File: src/rtl/cdc_req_sender.sv
// Transmit side of a 4-phase req/ack handshake: captures a word, holds it under req_out,
// and completes the cycle against a synchronized ack or an optional timeout.
module cdc_req_sender #(
   parameter int unsigned DATA_WIDTH     = 8,
   parameter int unsigned SYNC_STAGES    = 2,
   parameter int unsigned TIMEOUT_CYCLES = 0
) (
   input  logic                  clk_in,
   input  logic                  reset,
   input  logic                  send_valid,
   input  logic [DATA_WIDTH-1:0] send_data,
   output logic                  send_ready,
   output logic                  req_out,
   output logic [DATA_WIDTH-1:0] data_out,
   input  logic                  ack_async,
   output logic                  done_pulse,
   output logic                  timeout_pulse
);

   localparam int unsigned CNT_W = $clog2(TIMEOUT_CYCLES) + 1;
   localparam bit TO_EN = (TIMEOUT_CYCLES != 0);
   localparam logic [CNT_W-1:0] TO_LAST = CNT_W'(TIMEOUT_CYCLES - 1);

   if (SYNC_STAGES < 2) begin : gen_bad_sync
      $error("SYNC_STAGES must be at least 2");
   end

   typedef enum logic [1:0] {StIdle, StReq, StWaitAckLow} state_e;

   state_e                 state_q, state_d;
   logic [SYNC_STAGES-1:0] ack_sync_q;
   logic                   ack_s;
   logic                   req_q, req_d;
   logic [DATA_WIDTH-1:0]  data_q, data_d;
   logic [CNT_W-1:0]       cnt_q, cnt_d;
   logic                   aborted_q, aborted_d;
   logic                   done_q, done_d;
   logic                   timeout_q, timeout_d;

   assign ack_s = ack_sync_q[SYNC_STAGES-1];

   always_ff @(posedge clk_in or negedge reset) begin
      if (!reset) begin
         state_q    <= StIdle;
         ack_sync_q <= '0;
         req_q      <= 1'b0;
         data_q     <= '0;
         cnt_q      <= '0;
         aborted_q  <= 1'b0;
         done_q     <= 1'b0;
         timeout_q  <= 1'b0;
      end else begin
         state_q    <= state_d;
         ack_sync_q <= {ack_sync_q[SYNC_STAGES-2:0], ack_async};
         req_q      <= req_d;
         data_q     <= data_d;
         cnt_q      <= cnt_d;
         aborted_q  <= aborted_d;
         done_q     <= done_d;
         timeout_q  <= timeout_d;
      end
   end

   always_comb begin
      state_d   = state_q;
      req_d     = req_q;
      data_d    = data_q;
      cnt_d     = cnt_q;
      aborted_d = aborted_q;
      done_d    = 1'b0;
      timeout_d = 1'b0;
      unique case (state_q)
         StIdle: begin
            if (send_valid) begin
               data_d    = send_data;
               req_d     = 1'b1;
               cnt_d     = '0;
               aborted_d = 1'b0;
               state_d   = StReq;
            end
         end
         StReq: begin
            // A synchronized ack wins over a timeout landing on the same edge.
            if (ack_s) begin
               req_d   = 1'b0;
               state_d = StWaitAckLow;
            end else if (TO_EN && (cnt_q == TO_LAST)) begin
               req_d     = 1'b0;
               timeout_d = 1'b1;
               aborted_d = 1'b1;
               state_d   = StWaitAckLow;
            end else if (TO_EN) begin
               cnt_d = cnt_q + CNT_W'(1);
            end
         end
         StWaitAckLow: begin
            if (!ack_s) begin
               done_d  = ~aborted_q;
               state_d = StIdle;
            end
         end
         default: state_d = StIdle;
      endcase
   end

   assign send_ready    = (state_q == StIdle);
   assign req_out       = req_q;
   assign data_out      = data_q;
   assign done_pulse    = done_q;
   assign timeout_pulse = timeout_q;

endmodule
File: config.mk
export PLATFORM = sky130hd
export DESIGN_NAME = cdc_req_sender
export DESIGN_NICKNAME = d
export VERILOG_FILES = /design/src/rtl/cdc_req_sender.sv
export SDC_FILE = /design/constraint.sdc
export NUM_CORES = 1
export LEC_CHECK = 0
export CAP_MARGIN = 20
export CORE_MARGIN = 4
export CORE_UTILIZATION = 39
export DETAILED_ROUTE_END_ITERATION = 16
export MAX_ROUTING_LAYER = met4
export PLACE_DENSITY = 0.75
export SLEW_MARGIN = 25
export SYNTH_ARGS = -nofsm -noshare
export SYNTH_HDL_FRONTEND = slang
export SYNTH_SLANG_ARGS = --single-unit
export TNS_END_PERCENT = 50
File: constraint.sdc
create_clock -name clk_in -period 1.8 [get_ports clk_in]
set_clock_uncertainty 0.2 [all_clocks]
set_input_delay 0.27 -clock clk_in [delete_from_list [all_inputs] [get_ports clk_in]]
set_output_delay 0.27 -clock clk_in [all_outputs]
set_load 0.02 [all_outputs]
==> results of run 1 <==
[state kept, by name (all words and copies together) (netlist names)]
register,cells
done_pulse,1
data_out,8
req_out,1
state_q,2
ack_sync_q,2
[placed cells by master, fill, tap and decap left out]
cell / Yosys / layout
mux2_4: 8 / 8
a21oi_1: 1 / 1
nor2_2: 1 / 1
conb_1: 1 / 1
nor3_1: 1 / 1
clkdlybuf4s50_1: 0 / 21
o21ai_0: 2 / 2
dlygate4sd2_1: 0 / 1
and2_4: 1 / 1
mux2i_1: 1 / 1
inv_1: 2 / 2
clkbuf_4: 0 / 3
nor2_1: 2 / 2
clkbuf_8: 0 / 1
dfrtp_1: 14 / 14
xnor2_1: 1 / 1
[cells in the mapped netlist]
master	count	area, µm²
a21oi_1	1	5.00
and2_4	1	8.76
buf_4	1	7.51
buf_6	1	11.3
conb_1	1	3.75
dfrtp_1	14	350
inv_1	2	7.51
mux2_4	8	120
mux2i_1	1	10.0
nor2_1	2	7.51
nor2_2	1	6.26
nor3_1	1	5.00
o21ai_0	2	10.0
xnor2_1	1	8.76
[timing repair]
item | 4_1_cts | 5_1_grt
hold buffers | 0 | 0
hold endpoints to repair | 0 | 0
gates resized for setup | 1 | 0
setup endpoints to repair | 1 | 0
[final cells by class]
type	instances	area [µm²]
multi-input combinational	19	185
tap	15	18.8
fill	114	517
timing repair buffer	22	219
sequential	14	350
inverter	2	7.51
clock buffer	4	36.3
[logic make-up (layout without fill, tap and decap cells)]
group           after synthesis  after routing  synth area share, %
xor+xnor                      1              1                 1.56
other cells                   1              1                0.668
compound gates                3              3                 2.67
buf+inv                       4             28                 4.68
mux                           9              9                 23.2
simple gates                  5              5                 4.90
flops                        14             14                 62.4
[where the power goes]
part | internal, mW | switching (mW) | total, mW
registers | 0.445 | 0.0998 | 0.545
clock network | 0.123 | 0.0977 | 0.221
logic | 0.413 | 0.301 | 0.715
total | 0.981 | 0.499 | 1.48
[stage by stage]
stage                     cell area (µm²)  setup slack (ns)  cells  total power [mW]
after global routing                  817            0.0125     76              1.57
after CTS                             817            0.0572     76              1.50
after detailed placement              782             0.146     72              1.28
after floorplan                       562             0.201     37             0.982
final                                 817            0.0690     76              1.48
after global placement                782             0.153     72              1.27
[path summary, 6_finish.rpt]
check | from | endpoint | slack (ns)
min reg2reg | ack_sync_q[0] | ack_sync_q[1] | 0.17
max in group asynchronous | reset | data_out[5] | 0.85
max | req_out | req_out | 0.07
min | reset | ack_sync_q[0] | 0.16
max reg2reg | state_q[1] | data_out[4] | 0.32
min in group clk_in | ack_sync_q[0] | ack_sync_q[1] | 0.17
[layer usage]
layer | global-route usage, % | vias to the layer above | share of wire [%]
met5 | - | - | 0
met4 | 6.82 | 0 | 0
met3 | 3.56 | 0 | 9.4
met2 | 14.6 | 15 | 44
met1 | 14.2 | 178 | 47
li1 | - | 166 | -
==> out/metrics.yaml, run 1 <==
global_route:
  grt_antenna_before_repair: 0
  grt_max_degree: 15
  grt_pass1_wl_mm: 1.53
  grt_pass1_vias: 367
  grt.total_usage_pct: 11.0
  grt_overflow_total: 0
synth:
  synth.distinct_cells: 14
  postSynthCellCount: 37
  synth_nets: 49
  netlist_area_um2: 562
  yosysWarningCount: 0
  synth_seq_cells: 14
  avgSynthCellArea_um2: 15.2
  ys_seq_area_share_pct: 62.4
critical_path:
  criticalPathCategory: "reg2out"
  reg2regPathDepth: 3
  cpLargestDelayFamily: "buffers and inverters"
  end_kind: "output port"
  crit_buf_inv: 1
  crit_chain: "clkdlybuf4s50_1"
  critPathLaunchType: "register"
  worstPathMaxFanout: 3
  cp.arrival_ns: 1.26
  cp.depth: 1
  slowest_delay_ns: 0.61
  cp_data_required_time_ns: 1.33
  crit_slowest_cell: "clkdlybuf4s50_1"
final_layout:
  antenna_cells: 0
  area_growth_pct: 45.4
  final_util_pct: 61.3
  fin_nets: 74
  layout-drive-gt1-share_pct: 23.0
die:
  core_area_mm2: 0.00133
  fp.dieW_um: 46.0
  initial_core_util_pct: 42.1
  placementRows: 13
  ioPinCount: 24
  fp.dieArea_mm2: 0.00211
  die-height_um: 46.0
worst_hold_path:
  hold_path.class: "in2async"
route:
  dr.pass1.iters: 3
  drc: 0
  post_drt_wl_per_cell_um: 12.8
  vias_per_cell: 4.72
  num_vias: 359
  dr.first_iter.drc_count: 6
  antenna_left: 0
  routed_wl_um: 973
cts:
  cts_tree: "done"
  cts_sinks: 14
  cts_root_buf: "clkbuf_4"
  clockBufferDepth: 2
  cts.clk_slew.worst_paths_ns: 0.08
  postCtsSetupBuffers: 0
  cts_made_buffers: 3
  worstSkewPairLatency_ns: 0.27
  h-tree-depth: 1
power_and_ir_drop:
  power.density_mw_per_mm2: 1810
  leakagePower_nw: 0.367
  ir_drop_uv: 763
timing:
  rsz0062_at_grt: "false"
  fin_crit_sh_pct: 96.2
  setup_viol: 0
  hold_viol_final: 0
  tns_ns: 0
  hold_ws_ns: 0.161
  max_freq_ghz: 0.578
  tightest_slew_ns: 0.586
  max_slew_margin_pct: 60.8
  min_period_ns: 1.73
  drv_slew: 0
place:
  gp_congestion: 0.569
  place_hpwl_um: 732
  portBuffers: 22
job:
  cap_viol_max_count: 0
run_status:
  outcome: "finished clean"
(Power assumes the default switching activity.)
==> inputs of run 2 (changes only) <==
--- a/config.mk
+++ b/config.mk
@@ -6,11 +6,15 @@
 export NUM_CORES = 1
 export LEC_CHECK = 0
 export CAP_MARGIN = 20
+export CELL_PAD_IN_SITES_DETAIL_PLACEMENT = 0
+export CELL_PAD_IN_SITES_GLOBAL_PLACEMENT = 1
 export CORE_MARGIN = 4
-export CORE_UTILIZATION = 39
+export CORE_UTILIZATION = 31
 export DETAILED_ROUTE_END_ITERATION = 16
 export MAX_ROUTING_LAYER = met4
-export PLACE_DENSITY = 0.75
+export PLACE_DENSITY_LB_ADDON = 0.1
+export SETUP_SLACK_MARGIN = 0.5
+export SKIP_CTS_REPAIR_TIMING = 1
 export SLEW_MARGIN = 25
 export SYNTH_ARGS = -nofsm -noshare
 export SYNTH_HDL_FRONTEND = slang
==> run 2 against run 1 <==
Effect of this change: setup slack improved by 0.30 ns; clock power fell by 20%; count of clock-buffer cells in the layout is the same; non-clock buffer count is 5 higher; global-route usage fell by 1.8 points; sequential power up 2%; final cell count increased by 20%; cell area grew 7.5%.
==> out/metrics.yaml, run 2 (synthesized netlist as in run 1, its figures left out) <==
die:
  core_area_mm2: 0.00173  # +29%
  die-height_um: 50.6  # +10%
  fp.dieW_um: 50.6  # +10%
  initial_core_util_pct: 32.5  # -9.6 points
  ioPinCount: 24  # unchanged
  fp.dieArea_mm2: 0.00256  # +21%
  placementRows: 15  # +2
critical_path:
  end_kind: "output port"
  r2r_slack_ns: 0.37  # +0.05 ns
  critPathLaunchType: "register"
  cp_data_required_time_ns: 1.33  # about the same
  criticalPathCategory: "reg2out"
  worstPathMaxFanout: 3  # unchanged
  cp.arrival_ns: 0.96  # -0.30 ns
route:
  dr.pass1.iters: 2  # -1
  drc: 0  # unchanged
  post_drt_wl_per_cell_um: 11.1  # -13%
  vias_per_cell: 4.07  # -14%
  routed_wl_mm: 1.01  # +3.8%
  dr.first_iter.drc_count: 5  # -1
  antenna_left: 0  # unchanged
  num_vias: 370  # +3.1%
timing:
  hold_viol_final: 0  # unchanged
  fin_crit_sh_pct: 79.6  # -17 points
  drv_slew: 0  # unchanged
  min_period_ns: 1.43  # -0.298 ns
  setup_viol: 0  # unchanged
  max_freq_ghz: 0.698  # +21%
  rsz0062_at_grt: "true"
global_route:
  grt_pass1_wl_mm: 1.70  # +11%
  grt_overflow_total: 0  # unchanged
  grt_antenna_before_repair: 0  # unchanged
  grt_max_degree: 15  # unchanged
  grt.total_usage_pct: 9.22  # -1.8 points
  grt_pass1_vias: 394  # +7.4%
cts:
  clockBufferDepth: 2  # unchanged
  worstSkewPairLatency_ns: 0.27  # about the same
  cts_made_buffers: 3  # unchanged
  cts.clk_slew.worst_paths_ns: 0.08  # about the same
  cts_sinks: 14  # unchanged
  cts_root_buf: "clkbuf_4"
  cts_tree: "done"
  h-tree-depth: 1  # unchanged
power_and_ir_drop:
  ir_drop_uv: 848  # +11%
  leakagePower_nw: 0.427  # +16%
  total_power_mw: 1.55  # +5.0%
  power.density_mw_per_mm2: 1770  # -2.3%
final_layout:
  fin_nets: 79  # +6.8%
  final_util_pct: 50.9  # -10 points
  final_cell_mix: "dfrtp_1, clkdlybuf4s50_1, mux2_4, buf_6, buf_4"
  area_growth_pct: 56.3
  largest_reg_flops: 8  # unchanged
  final_common_cell: "dfrtp_1"
  fin_area_um2: 878  # +7.5%
  layout-drive-gt1-share_pct: 43.9  # +21 points
  antenna_cells: 0  # unchanged
place:
  place_hpwl_um: 725  # -0.86%
  portBuffers: 22  # unchanged
  placed_area_um2: 808  # +3.4%
  gp_congestion: 0.710  # +25%
job:
  cap_viol_max_count: 0  # unchanged
run_status:
  outcome: "finished clean"
worst_hold_path:
  hold_path.class: "in2async"
-- run 2: cell types whose count changed in the layout (fill, tap and decap cells not counted), sizes merged --
cell,previous run,this run
dlymetal6s2s,0,2
clkdlybuf4s50,21,11
dlygate4sd2,1,0
buf,0,14
-- run 2: metrics by stage --
step / hold WS (ns) / setup TNS (ns) / worst slack, ns / instances
floorplan: -0.226 / 0 / 0.277 / 37
global placement: 0.133 / 0 / 0.145 / 83
detailed placement: 0.138 / 0 / 0.121 / 83
CTS: 0.106 / -0.152 / -0.152 / 87
global route: 0.110 / 0 / 0.319 / 91
finish: 0.102 / 0 / 0.367 / 91
-- run 2: per-layer routing --
layer | part of all wire (%) | vias up | global-route usage (%)
li1 | - | 179 | -
met1 | 45 | 177 | 11.1
met2 | 46 | 14 | 13.0
met3 | 9.1 | 0 | 4.45
met4 | 0 | 0 | 4.04
met5 | 0 | - | -
-- run 2: path summary, 6_finish.rpt --
path                          startpoint       endpoint  cells past startpoint
hold reg to reg            ack_sync_q[0]  ack_sync_q[1]                      0
setup reg to reg              state_q[1]    data_out[1]                      3
max in group asynchronous          reset     state_q[1]                      2
min in group clk_in        ack_sync_q[0]  ack_sync_q[1]                      0
setup / recovery              state_q[1]     send_ready                      2
hold / removal                     reset     done_pulse                      2
-- run 2: final cells by class --
cell class	count	area, µm²
Clock buffer	4	26.3
Multi-Input combinational cell	19	190
Tap cell	25	31.3
Timing Repair Buffer	27	270
Fill cell	165	848
Sequential cell	14	353
Inverter	2	7.51
-- run 2: report_power, final --
group          leakage (nW)  internal [mW]  switching (mW)  total [mW]
clock                0.0150         0.0856          0.0907       0.176
sequential            0.164          0.450           0.105       0.555
combinational         0.249          0.491           0.332       0.824
total                 0.427           1.03           0.528        1.55
-- run 2: critical path, stage by stage, from the launching register on --
cell and delay (ns):
dfrtp_2 0.44, nor2_4 0.11, buf_4 0.14
==> inputs of run 3 (changes only) <==
--- a/config.mk
+++ b/config.mk
@@ -9,7 +9,7 @@
 export CELL_PAD_IN_SITES_DETAIL_PLACEMENT = 0
 export CELL_PAD_IN_SITES_GLOBAL_PLACEMENT = 1
 export CORE_MARGIN = 4
-export CORE_UTILIZATION = 31
+export CORE_UTILIZATION = 28
 export DETAILED_ROUTE_END_ITERATION = 16
 export MAX_ROUTING_LAYER = met4
 export PLACE_DENSITY_LB_ADDON = 0.1
==> constraint.sdc (replaced) <==
create_clock -name clk_in -period 1.29 [get_ports clk_in]
set_clock_uncertainty 0.2 [all_clocks]
set_input_delay 0.1935 -clock clk_in [delete_from_list [all_inputs] [get_ports clk_in]]
set_output_delay 0.1935 -clock clk_in [all_outputs]
set_load 0.02 [all_outputs]
==> run 3 against run 2 <==
Effect of this change: the run now ends with setup timing left; via count grew 12%; sequential power up 38%; critical path depth increased by 1; core utilization grew 2.4 points; sequential share of layout area shrank 3.9 points; combinational power rose by 72%; count of clock-buffer cells in the layout unchanged; wire length is 21% higher; worst hold slack worse by 0.088 ns.
==> out/metrics.yaml, run 3 (synthesized netlist as in run 1, its figures left out) <==
cts:
  cts_made_buffers: 3  # unchanged
  h-tree-depth: 1  # unchanged
  worstSkewPairLatency_ns: 0.28  # about the same
  cts_sinks: 14  # unchanged
  cts.clk_slew.worst_paths_ns: 0.09  # about the same
  clockBufferDepth: 2  # unchanged
  cts_root_buf: "clkbuf_4"
  cts_tree: "done"
global_route:
  grt_pass1_wl_mm: 1.88  # +11%
  grt.total_usage_pct: 9.87  # +0.65 points
  grt_antenna_before_repair: 0  # unchanged
  grt_pass1_vias: 397  # +0.76%
  grt_overflow_total: 0  # unchanged
  grt_max_degree: 15  # unchanged
run_status:
  violations: "setup timing"
  outcome: "complete, but fails checks"
critical_path:
  end_kind: "register"
  worstPathMaxFanout: 8  # +5
  cp_data_required_time_ns: 1.25  # -0.08 ns
  criticalPathCategory: "reg2reg"
  critPathLaunchType: "register"
  cp.arrival_ns: 1.38  # +0.42 ns
place:
  placed_area_um2: 861  # +6.5%
  portBuffers: 22  # unchanged
  dp_worst_setup_slack_ns: -0.271  # -0.392 ns
  place_hpwl_um: 843  # +16%
  gp_congestion: 0.850  # +20%
die:
  placementRows: 15  # unchanged
  core_area_mm2: 0.00182  # +5.4%
  fp.dieArea_mm2: 0.00279  # +9.0%
  fp.dieW_um: 52.8  # +4.4%
  initial_core_util_pct: 30.9  # -1.7 points
  ioPinCount: 24  # unchanged
  die-height_um: 52.8  # +4.4%
route:
  routed_wl_mm: 1.22  # +21%
  dr.pass1.iters: 2  # unchanged
  vias_per_cell: 4.13  # +1.6%
  drc: 0  # unchanged
  antenna_left: 0  # unchanged
  post_drt_wl_per_cell_um: 12.2  # +9.9%
  num_vias: 413  # +12%
  dr.first_iter.drc_count: 2  # -3
timing:
  worst_slack_ns: -0.126  # -0.493 ns
  setup_viol: 9  # +9
  rsz0062_at_grt: "true"
  min_period_ns: 1.42
  fin_crit_sh_pct: 110
  drv_slew: 0  # unchanged
  max_freq_ghz: 0.706
  hold_viol_final: 0  # unchanged
worst_hold_path:
  hold_path.class: "in2async"
final_layout:
  fin_nets: 88  # +11%
  area_growth_pct: 72.6
  fin_area_um2: 970  # +10%
  final_cell_mix: "buf_4, dfrtp_1, clkdlybuf4s50_1"
  antenna_cells: 0  # unchanged
  multiInputGateArea_um2: 210  # +11%
  nFillCells: 173  # +4.8%
  seq_area_um2: 352  # -0.35%
  largest_reg_flops: 8  # unchanged
  layout-drive-gt1-share_pct: 60.0  # +16 points
  final_common_cell: "buf_4"
power_and_ir_drop:
  leakagePower_nw: 0.461  # +7.9%
  power.density_mw_per_mm2: 2570  # +45%
  ir_drop_uv: 1170  # +38%
job:
  cap_viol_max_count: 0  # unchanged
-- run 3: routing by layer --
metal | GRT usage [%] | routed length, µm | up-vias
met5 | - | 0 | -
met4 | 6.38 | 17 | 0
met3 | 3.13 | 80 | 2
met2 | 13.8 | 576 | 15
met1 | 12.1 | 545 | 199
li1 | - | - | 197
-- run 3: power by group --
part | internal [mW] | total (mW) | switching, mW
clock network | 0.172 | 0.316 | 0.145
logic | 0.860 | 1.42 | 0.555
registers | 0.625 | 0.764 | 0.140
-- run 3: area by class of cell --
cell class,instances,share of cell area (%)
inverter,2,0.774
clock buffer,4,3.74
timing repair buffer,36,34.3
tap,25,3.23
multi-input combinational,19,21.7
sequential,14,36.3
-- run 3: final timing paths --
path / from / end / slack (ns) / depth (start not counted)
worst max register to register: state_q[1] / data_out[1] / -0.13 / 3
worst max-delay path: state_q[1] / data_out[1] / -0.13 / 3
min in group clk_in: ack_sync_q[0] / ack_sync_q[1] / 0.15 / 0
worst min register to register: ack_sync_q[0] / ack_sync_q[1] / 0.15 / 0
max in group asynchronous: reset / state_q[0] / 0.70 / 2
worst min-delay path: reset / ack_sync_q[1] / 0.01 / 2
-- run 3: through the flow --
step           utilization [%]  total power [mW]  hold slack (ns)  TNS [ns]  std cells
6_report                  53.3              2.50           0.0148     -1.04        100
2_1_floorplan                -              1.40           -0.302     -1.86         37
3_3_place_gp              47.3              1.94            0.136     -2.63         90
5_1_grt                   53.3              2.63          0.00946     -1.35        100
3_5_place_dp              47.3              1.95            0.144     -2.71         90
4_1_cts                   49.3              2.28           0.0138     -5.20         94
-- run 3: worst max-delay path, stage by stage (launching register included) --
cell and delay (ns):
dfrtp_1 0.42, nor2_4 0.11, and2_4 0.24, mux2_4 0.32
